$ cat src/rtl/tile_result_collector.sv
// Merges SNN/CNN per-tile results into a show-ahead FIFO tagged with source and tile index.
// Optional per-source accepted-result counters are enabled by defining TILE_RESULT_STATS_EN.
module tile_result_collector #(
    parameter int DATA_WIDTH      = 8,
    parameter int FIFO_DEPTH      = 16,
    parameter int TILES_PER_FRAME = 1200
) (
    input  logic                  iClk,
    input  logic                  iRst,
    input  logic                  iClear,
    input  logic [DATA_WIDTH-1:0] iSnnResult,
    input  logic                  iSnnValid,
    input  logic [DATA_WIDTH-1:0] iCnnResult,
    input  logic                  iCnnValid,
    input  logic                  iReady,
    output logic [DATA_WIDTH-1:0] oData,
    output logic                  oSrcCnn,
    output logic [10:0]           oTileIdx,
    output logic                  oValid,
    output logic                  oFrameDone,
`ifdef TILE_RESULT_STATS_EN
    output logic [10:0]           oSnnCount,
    output logic [10:0]           oCnnCount,
`endif
    output logic                  oOverflow
);

    localparam int AW = $clog2(FIFO_DEPTH);

    typedef struct packed {
        logic                  src;
        logic [10:0]           idx;
        logic [DATA_WIDTH-1:0] data;
    } entry_t;

    entry_t                mem [FIFO_DEPTH];
    logic [AW-1:0]         rd_ptr, wr_ptr;
    logic [AW:0]           count;
    logic                  pend_vld;
    logic [DATA_WIDTH-1:0] pend_data;
    logic [10:0]           tile_idx, tile_next;
    logic                  overflow, frame_done;

    logic                  wr_req, wr_src, pend_load, drop_new;
    logic [DATA_WIDTH-1:0] wr_data;
    logic                  valid, full, pop, push, wr_drop;
    entry_t                head, wr_entry;

    // A held SNN result always wins; any strobe arriving alongside it is lost.
    always_comb begin
        wr_req    = 1'b0;
        wr_src    = 1'b0;
        wr_data   = '0;
        pend_load = 1'b0;
        drop_new  = 1'b0;
        if (pend_vld) begin
            wr_req   = 1'b1;
            wr_data  = pend_data;
            drop_new = iCnnValid | iSnnValid;
        end else if (iCnnValid) begin
            wr_req    = 1'b1;
            wr_src    = 1'b1;
            wr_data   = iCnnResult;
            pend_load = iSnnValid;
        end else if (iSnnValid) begin
            wr_req  = 1'b1;
            wr_data = iSnnResult;
        end
    end

    assign valid     = (count != '0);
    assign full      = (count == (AW+1)'(FIFO_DEPTH));
    assign pop       = valid & iReady;
    assign push      = wr_req & (~full | pop);
    assign wr_drop   = wr_req & full & ~pop;
    assign tile_next = (tile_idx == 11'(TILES_PER_FRAME-1)) ? 11'd0 : tile_idx + 11'd1;
    assign wr_entry  = '{src: wr_src, idx: tile_idx, data: wr_data};
    assign head      = mem[rd_ptr];

    assign oValid     = valid;
    assign oData      = valid ? head.data : '0;
    assign oSrcCnn    = valid ? head.src  : 1'b0;
    assign oTileIdx   = valid ? head.idx  : 11'd0;
    assign oFrameDone = frame_done;
    assign oOverflow  = overflow;

    always_ff @(posedge iClk) begin
        if (push && !iClear)
            mem[wr_ptr] <= wr_entry;
    end

    always_ff @(posedge iClk or negedge iRst) begin
        if (!iRst) begin
            rd_ptr     <= '0;
            wr_ptr     <= '0;
            count      <= '0;
            pend_vld   <= 1'b0;
            pend_data  <= '0;
            tile_idx   <= '0;
            overflow   <= 1'b0;
            frame_done <= 1'b0;
        end else if (iClear) begin
            rd_ptr     <= '0;
            wr_ptr     <= '0;
            count      <= '0;
            pend_vld   <= 1'b0;
            pend_data  <= '0;
            tile_idx   <= '0;
            overflow   <= 1'b0;
            frame_done <= 1'b0;
        end else begin
            if (push) wr_ptr <= wr_ptr + AW'(1);
            if (pop)  rd_ptr <= rd_ptr + AW'(1);
            case ({push, pop})
                2'b10:   count <= count + (AW+1)'(1);
                2'b01:   count <= count - (AW+1)'(1);
                default: count <= count;
            endcase
            if (pend_load) begin
                pend_vld  <= 1'b1;
                pend_data <= iSnnResult;
            end else begin
                pend_vld  <= 1'b0;
            end
            // Index advances even on a full-FIFO drop so the gap is visible downstream.
            if (wr_req) tile_idx <= tile_next;
            if (wr_drop || drop_new) overflow <= 1'b1;
            frame_done <= pop && (head.idx == 11'(TILES_PER_FRAME-1));
        end
    end

`ifdef TILE_RESULT_STATS_EN
    logic [10:0] snn_cnt, cnn_cnt;
    logic        acc_snn, acc_cnn;

    assign acc_snn   = push & ~wr_src;
    assign acc_cnn   = push &  wr_src;
    assign oSnnCount = snn_cnt;
    assign oCnnCount = cnn_cnt;

    always_ff @(posedge iClk or negedge iRst) begin
        if (!iRst) begin
            snn_cnt <= '0;
            cnn_cnt <= '0;
        end else if (iClear) begin
            snn_cnt <= '0;
            cnn_cnt <= '0;
        end else if (frame_done) begin
            snn_cnt <= 11'(acc_snn);
            cnn_cnt <= 11'(acc_cnn);
        end else begin
            snn_cnt <= snn_cnt + 11'(acc_snn);
            cnn_cnt <= cnn_cnt + 11'(acc_cnn);
        end
    end
`endif

endmodule

$ cat config.mk
export PLATFORM = sky130hd
export DESIGN_NAME = tile_result_collector
export DESIGN_NICKNAME = d
export VERILOG_FILES = /design/src/rtl/tile_result_collector.sv
export SDC_FILE = /design/constraint.sdc
export NUM_CORES = 1
export LEC_CHECK = 0
export BUFFER_PORTS_ARGS = -buffer_cell sky130_fd_sc_hd__buf_4
export CAP_MARGIN = 15
export CORE_ASPECT_RATIO = 1.5
export CORE_MARGIN = 2
export CORE_UTILIZATION = 55
export CTS_CLUSTER_DIAMETER = 150
export DETAILED_ROUTE_END_ITERATION = 12
export HOLD_SLACK_MARGIN = 0.05
export PLACE_DENSITY_LB_ADDON = 0.3
export SETUP_SLACK_MARGIN = 0.3
export SLEW_MARGIN = 20
export SYNTH_ARGS = -nofsm -noshare
export SYNTH_HDL_FRONTEND = slang
export SYNTH_SLANG_ARGS = --single-unit
$ cat constraint.sdc
create_clock -name iClk -period 3.95 [get_ports iClk]
set_input_delay 0.9875 -clock iClk [delete_from_list [all_inputs] [get_ports iClk]]
set_output_delay 0.9875 -clock iClk [all_outputs]
set_load 0.05 [all_outputs]
Word-level counts from Yosys, hierarchy flattened
Memories as Yosys holds them, arrays and structs flattened.
Index checks and enable logic that the tools add are counted.
W data, S select, Z words.

cells by class
  bitwise gates (word level) = 8
  add/sub/neg operators = 5
  reductions and logical operators = 11
  mux-type cells = 32
  equality and inequality tests = 5

operator list
  operator                 count
  $mux W8                  6
  $mux W11                 4
  $eq A11 B11 Y1 const B   2
  $mux W1                  16
  $mux W4                  4
  $add A11 B1 Y11 const B  1
  $pmux W5 S2              1
  $reduce_bool A2 Y1       5
  $add A4 B1 Y4 const B    2
  $add A5 B1 Y5 const B    1
  $eq A5 B5 Y1 const B     1
  $mux W5                  1
  $reduce_bool A5 Y1       1
  $sub A5 B1 Y5 const B    1
  $and A1 B1 Y1            4
  $reduce_bool A3 Y1       1
  $eq A2 B1 Y1 const B     1
  $eq A2 B2 Y1 const B     1
  $logic_and A1 B1 Y1      2
  $not A1 Y1               2
  $or A1 B1 Y1             2
  $logic_not A1 Y1         1
  $logic_or A1 B1 Y1       1

storage, ports and cells
  output and inout port bits = 23
  memories = 1
  word-level logic and storage cells = 70
  RAM bits = 320
  flip-flop bits (word level) = 35

memories
  name  words  width  read ports  clocked after Yosys merged registers in  wr ports  RTL line  text
  mem   16     20     1           0                                        1         36        entry_t mem [FIFO_DEPTH];

Logic depth before layout (Yosys ltp)
Gate-level depths: netlist of run 1.

  depth in word-level cells = 8
  mapped depth = 10

Worst setup path after synthesis of run 1
Ideal clock, no wire load.

  path type = register -> output
  from = register rd_ptr[1]
  to = output port oData[6]
  path buffers = 3
  stages on the path, launching flop included = 8
  arrival = 2644 ps
  setup slack = 319 ps
  path through = dfrtp_1 > buf_4 > buf_2 > nand2_1 > clkbuf_1 > o221ai_1 > o21ai_0 > a211oi_1

on the way
  word-level cells in the longest chain between the ends = 2

RTL lines
  what                      RTL line  text
  start: declaration        37        logic [AW-1:0] rd_ptr, wr_ptr;
  start signal: assignment  113       if (pop) rd_ptr <= rd_ptr + AW'(1);
  $mem_v2 Z16 W20           n/a
  $mux W8                   81        assign oData = valid ? head.data : '0;
  end: declaration          16        output logic [DATA_WIDTH-1:0] oData,

Every way passes these cells.

Worst setup path in the final report of run 1
  from = register rd_ptr[1]
  to = output port oTileIdx[4]

on the way
  word-level cells in the longest chain between the ends = 2

RTL lines
  what              RTL line  text
  $mem_v2 Z16 W20   n/a
  $mux W11          83        assign oTileIdx = valid ? head.idx : 11'd0;
  end: declaration  18        output logic [10:0] oTileIdx,

Every way passes these cells.

==> results of run 1 <==
[cells by family (layout without fill, tap and decap cells)]
logic type,count (synthesis),count (layout),synth area share (%)
flip-flops,355,355,72.6
buffers and inverters,53,157,2.08
AND/OR/NAND/NOR,143,143,4.58
multiplexers,102,102,13.2
XOR/XNOR,11,11,0.667
AO/OA/AOI/OAI,125,125,6.12
adder cells (fa/ha/maj),9,9,0.763
[path summary, 6_finish.rpt]
path,to,start
setup / recovery,oTileIdx[4],rd_ptr[1]
max in group asynchronous,rd_ptr[1],iRst
min in group iClk,oOverflow,oOverflow
hold / removal,pend_data[5],iRst
setup reg to reg,mem[11][18],pend_vld
hold reg to reg,oOverflow,oOverflow
[stage by stage]
step / power [µW] / cell area, µm² / hold slack, ps
floorplan: 6330 / 14400 / 502
global placement: 6920 / 15300 / 480
detailed placement: 6970 / 15300 / 495
CTS: 9930 / 16400 / 395
global route: 10300 / 16500 / 421
finish: 10000 / 16500 / 389
[worst reg2reg max path, delay by kind of cell (launching register included)]
kind | cells | cell delay, ps
compound gates | 1 | 440
simple gates | 3 | 1000
buf+inv | 1 | 390
flops | 1 | 690
[routing by layer]
metal	GRT usage [%]	wire length, µm
met5	0	0
met4	8.41	1110
met3	2.73	1800
met2	41.1	17000
met1	30.0	11900
[state kept, by name (all words and copies together), names as in the netlist]
signal and cells:
count 5, mem 320, oFrameDone 1, oOverflow 1, pend_data 8, pend_vld 1
rd_ptr 4, tile_idx 11, wr_ptr 4
[power groups by stage]
stage | clock network [µW] | logic [µW] | registers (µW)
global route | 3030 | 2980 | 4320
floorplan | 0 | 1990 | 4340
CTS | 2880 | 2750 | 4300
global placement | 0 | 2460 | 4460
detailed placement | 0 | 2500 | 4470
finish | 2850 | 2840 | 4310
[layout by cell type, fill, tap and decap left out, types with 28 or more instances in the layout]
cell type	netlist	routed
dfrtp_1	35	32
edfxtp_1	320	320
mux4_2	47	47
buf_4	3	79
o21ai_0	28	28
nor2_1	53	35
clkbuf_16	0	30
nand2_1	35	34
mux2i_1	37	37
[timing repair]
item | in CTS | in global routing
endpoints found under the setup margin | 20 | 17
buffers inserted | 7 | 2
resized for setup | 5 | 12
pin swaps | 1 | 0
gates cloned | 1 | 1
[cell type report]
| cell class | count | area (µm²) | share of cell area, % |
|---|---|---|---|
| timing repair buffer | 93 | 878 | 5.33 |
| inverter | 10 | 37.5 | 0.228 |
| tap | 333 | 417 | 2.53 |
| multi-input combinational | 390 | 3720 | 22.6 |
| clock inverter | 13 | 140 | 0.850 |
| sequential | 355 | 10500 | 63.6 |
| clock buffer | 41 | 801 | 4.86 |
==> run summary, run 1 <==
Status -> finished, final reports clean
Cells after Synth -> 798
Layout fillers -> 1729
Cell accounting for the most synthesized area -> edfxtp_1
Clock H-tree levels -> 1
Initial Util -> 56.0%
Psw -> 2990 µW
Worst Skew -> 18.2 ps
CTS tree -> done
Highest cell delay on the worst timing path -> 470 ps
Nets@finish -> 909
Non-Filler Instances -> 1235
Worst Tran Pin Value -> 764 ps
Chip Width -> 136 µm
Top cells by area, synth -> edfxtp_1, mux4_2, dfrtp_1
Setup crit start kind -> flip-flop
Final-report max-slew violation count -> 0
Boundary Pins -> 45
CTS sink cnt -> 355
Worst reg2reg setup slack -> 1100 ps
Worst setup margin -> 295 ps
Tcrit/Tclk final -> 92.5%
Post-synth EDFFs -> 320
Die area -> 27600 µm²
Library cells used by synthesis -> 54
Routed len/inst -> 25.8 µm
Req. time, crit path -> 2960 ps
Core area -> 25800 µm²
Combinational share of power -> 28.4%
Syn_area_per_cell -> 18.1 µm²
CP bufs+invs -> 2
Pre-antenna DRT Iters -> 5
Clock slew at reported path FFs -> 70 ps
Post-DP HPWL -> 18900 µm
Syn_nets -> 828
Clock Tree Buf Depth -> 3
Final core utilization -> 64.0%
RSZ-0062 raised after global routing -> true
Detailed Route WL -> 31800 µm
Largest net degree at the start of global routing -> 52
Synth Flop Type -> edfxtp_1
Share of the synthesized area in the top cell type -> 66.6%
Leak pwr -> 0.00527 µW
Clk Latency, worst-skew pair -> 560 ps
Vias in the first global route -> 8008
Drt initial violations -> 729
Hold Buf Count CTS -> 0
Power density over the cells -> 606 nW/µm²
Maximum VDD drop -> 420 µV
Max-cap viol count -> 0
Hold Path Class -> in -> async
Cells after DPL -> 1170
Cell row count -> 72
DIE HEIGHT -> 202 µm
Post-synth top cells -> edfxtp_1, nor2_1, mux4_2
Antenna violations before repair -> 0
Sequential element share of the synthesized area -> 72.6%
Final setup viols -> 0
Share of cells above drive strength 1 -> 24.1%
R2R depth -> 5
Critical Path Sink Type -> primary output
Port-buffer cells -> 44
Post-layout min period -> 3650 ps
Post-synth ARST share -> 9.86%
Synth warn -> 0
Critical Path Fanout Max -> 51
Top cell family by delay on the critical path -> compound AO/OA/AOI/OAI gates
Cells along the critical path -> buf_16 -> mux4_2 -> a22o_1 -> a221oi_2 -> nor2_1 -> buf_4
Slew margin rel. -> 48.5%
Worst slack, placed -> 554 ps
Routability cong. -> 0.869
Number of CTS-inserted buffers -> 29
CP Depth -> 6
Seq cells post-synth -> 355
Via density -> 6.33
Final hold viol count -> 0
Internal Dissipation -> 7000 µW
Mapped Area -> 14400 µm²
Layout area overhead -> 14.2%
Seq pwr share -> 43.1%
Worst Path Arrival -> 2670 ps
Ant diodes -> 0
Final ANT Viol Nets -> 0
First-pass GRT wire length -> 47500 µm
Top-count cell post-synth -> edfxtp_1
Clk pwr share -> 28.5%
CTS root buf -> clkbuf_16
Setup TNS -> 0 ps
Critical path type -> reg -> out
Overall Global Routing Usage -> 23.4%
Via count -> 7814
Crit-path slowest cell -> dfrtp_4
# DRC -> 0
Net Sw Frac -> 30.0%
FMAX -> 0.274 GHz
Congestion Overflow GR -> 0
No activity file was read; power rests on OpenSTA's default activity.
==> inputs of run 2 (changes only) <==
- PLACE_DENSITY: not set -> 0.74
- PLACE_DENSITY_LB_ADDON: 0.3 -> not set
==> run 2 against run 1 <==
  * Critical path type unchanged
  * Final cell count about the same
  * Largest power group unchanged
  * Via count up 1.8%
  * Largest cell class unchanged
  * Combinational power is essentially flat
==> run summary, run 2 (synthesis gave the netlist of run 1 again) <==
Cell row count -> 72
Post-layout min period -> 3680 ps
Via density -> 6.45
R2R depth -> 6
Drt initial violations -> 780
Clock Tree Buf Depth -> 3
Detailed Route WL -> 32800 µm
Leak pwr -> 0.00538 µW
Largest reg by FF count -> mem
Final hold viol count -> 0
Nets@finish -> 907
Max FFs per register -> 320
Biggest regs -> mem x320, tile_idx x11, pend_data x8
Commonest non-fill, non-tap cell in the layout -> edfxtp_1
Largest net degree at the start of global routing -> 36
Final setup viols -> 0
Clock slew at reported path FFs -> 70 ps
Critical Path Fanout Max -> 9
Final-report max-slew violation count -> 0
Status -> finished, final reports clean
Initial Util -> 56.0%
Antenna violations before repair -> 0
Post-route cell area -> 16800 µm²
Hold Buf Count CTS -> 0
Setup crit start kind -> flip-flop
Vias in the first global route -> 8151
Top cell family by delay on the critical path -> multiplexers
Highest cell delay on the worst timing path -> 560 ps
CP Depth -> 5
DIE HEIGHT -> 202 µm
Pre-antenna DRT Iters -> 5
Met2 Use GR -> 44.5%
Non-Filler Instances -> 1234
Chip Width -> 136 µm
FMAX -> 0.272 GHz
Met1 usage in global routing -> 29.3%
Cells after DPL -> 1168
Critical path startpoint -> rd_ptr[0]
Die area -> 27600 µm²
Final ANT Viol Nets -> 0
Share of cells above drive strength 1 -> 25.9%
Maximum VDD drop -> 340 µV
Most frequent cells in the layout -> edfxtp_1, buf_4, mux4_2
Setup TNS -> 0 ps
Clk Latency, worst-skew pair -> 570 ps
Slew margin rel. -> 41.8%
Final core utilization -> 65.0%
Routability cong. -> 0.832
Boundary Pins -> 45
Worst Path Arrival -> 2690 ps
RSZ-0062 raised after global routing -> true
Crit-path slowest cell -> mux4_2
Worst reg2reg setup slack -> 1150 ps
Max-cap viol count -> 0
Clock H-tree levels -> 1
Tcrit/Tclk final -> 93.2%
Power density over the cells -> 626 nW/µm²
Critical path type -> reg -> out
Met3 Use GR -> 3.03%
Critical Path Sink Type -> primary output
# DRC -> 0
CTS root buf -> clkbuf_16
Worst Skew -> 10.6 ps
Number of CTS-inserted buffers -> 30
Worst Tran Pin Value -> 864 ps
Area after DPL -> 15400 µm²
Routed len/inst -> 26.6 µm
Layout area overhead -> 16.0%
Worst R2R End -> tile_idx[3]
CTS sink cnt -> 355
Core area -> 25800 µm²
FF-to-FF Start -> tile_idx[0]
Req. time, crit path -> 2960 ps
Ant diodes -> 0
Post-DP HPWL -> 19600 µm
Cells along the critical path -> buf_12 -> mux4_1 -> mux4_2 -> and2_1 -> buf_6
Port-buffer cells -> 44
Congestion Overflow GR -> 0
Via count -> 7957
CTS tree -> done
Overall Global Routing Usage -> 24.7%
First-pass GRT wire length -> 49800 µm
Pwr Total -> 10500 µW
Gr busiest metal -> met2
Hold Path Class -> in -> async
CP bufs+invs -> 2
[run 2: cell count changes in the layout (fill, tap and decap cells not counted), moves of 4 or more]
cell and change:
buf_4 -9, clkinvlp_4 +4, clkbuf_1 -8, buf_12 +7
bufinv_16 +5
[run 2: cell type report]
type                    instances  area [µm²]
clock buffers                  32         779
clock inverters                24         348
flip-flops and latches        355       10500
multi-input cells             390        3750
inverters                      10        37.5
well taps                     333         417
fillers                      1701        9010
repair buffers                 90         923
[run 2: timing repair]
item	CTS	global route
cloned	1	1
pin swaps	0	0
buffers inserted	5	3
resized for setup	18	14
endpoints found under the setup margin	20	20
[run 2: worst max path at each step]
stage,end,slack [ps]
2_1_floorplan,oData[6],320
3_3_place_gp,oTileIdx[6],550
3_5_place_dp,oTileIdx[8],520
4_1_cts,oData[4],280
5_1_grt,oTileIdx[2],250
6_report,oTileIdx[2],270
[run 2: per-stage QoR]
step | setup WS (ps) | hold slack (ps)
after global routing | 248 | 420
final | 270 | 396
after floorplan | 319 | 502
after CTS | 277 | 402
after global placement | 553 | 481
after detailed placement | 518 | 487
[run 2: power breakdown]
group / internal, µW / total, µW / switching [µW]
Combinational: 1200 / 2870 / 1670
Sequential: 4210 / 4310 / 104
Clock: 1970 / 3310 / 1350
[run 2: routing by layer]
metal  part of all wire, %  wire length (µm)
met1                    34             11300
met5                     0                 0
met2                    55             18100
met3                   5.9              1950
met4                   4.5              1470
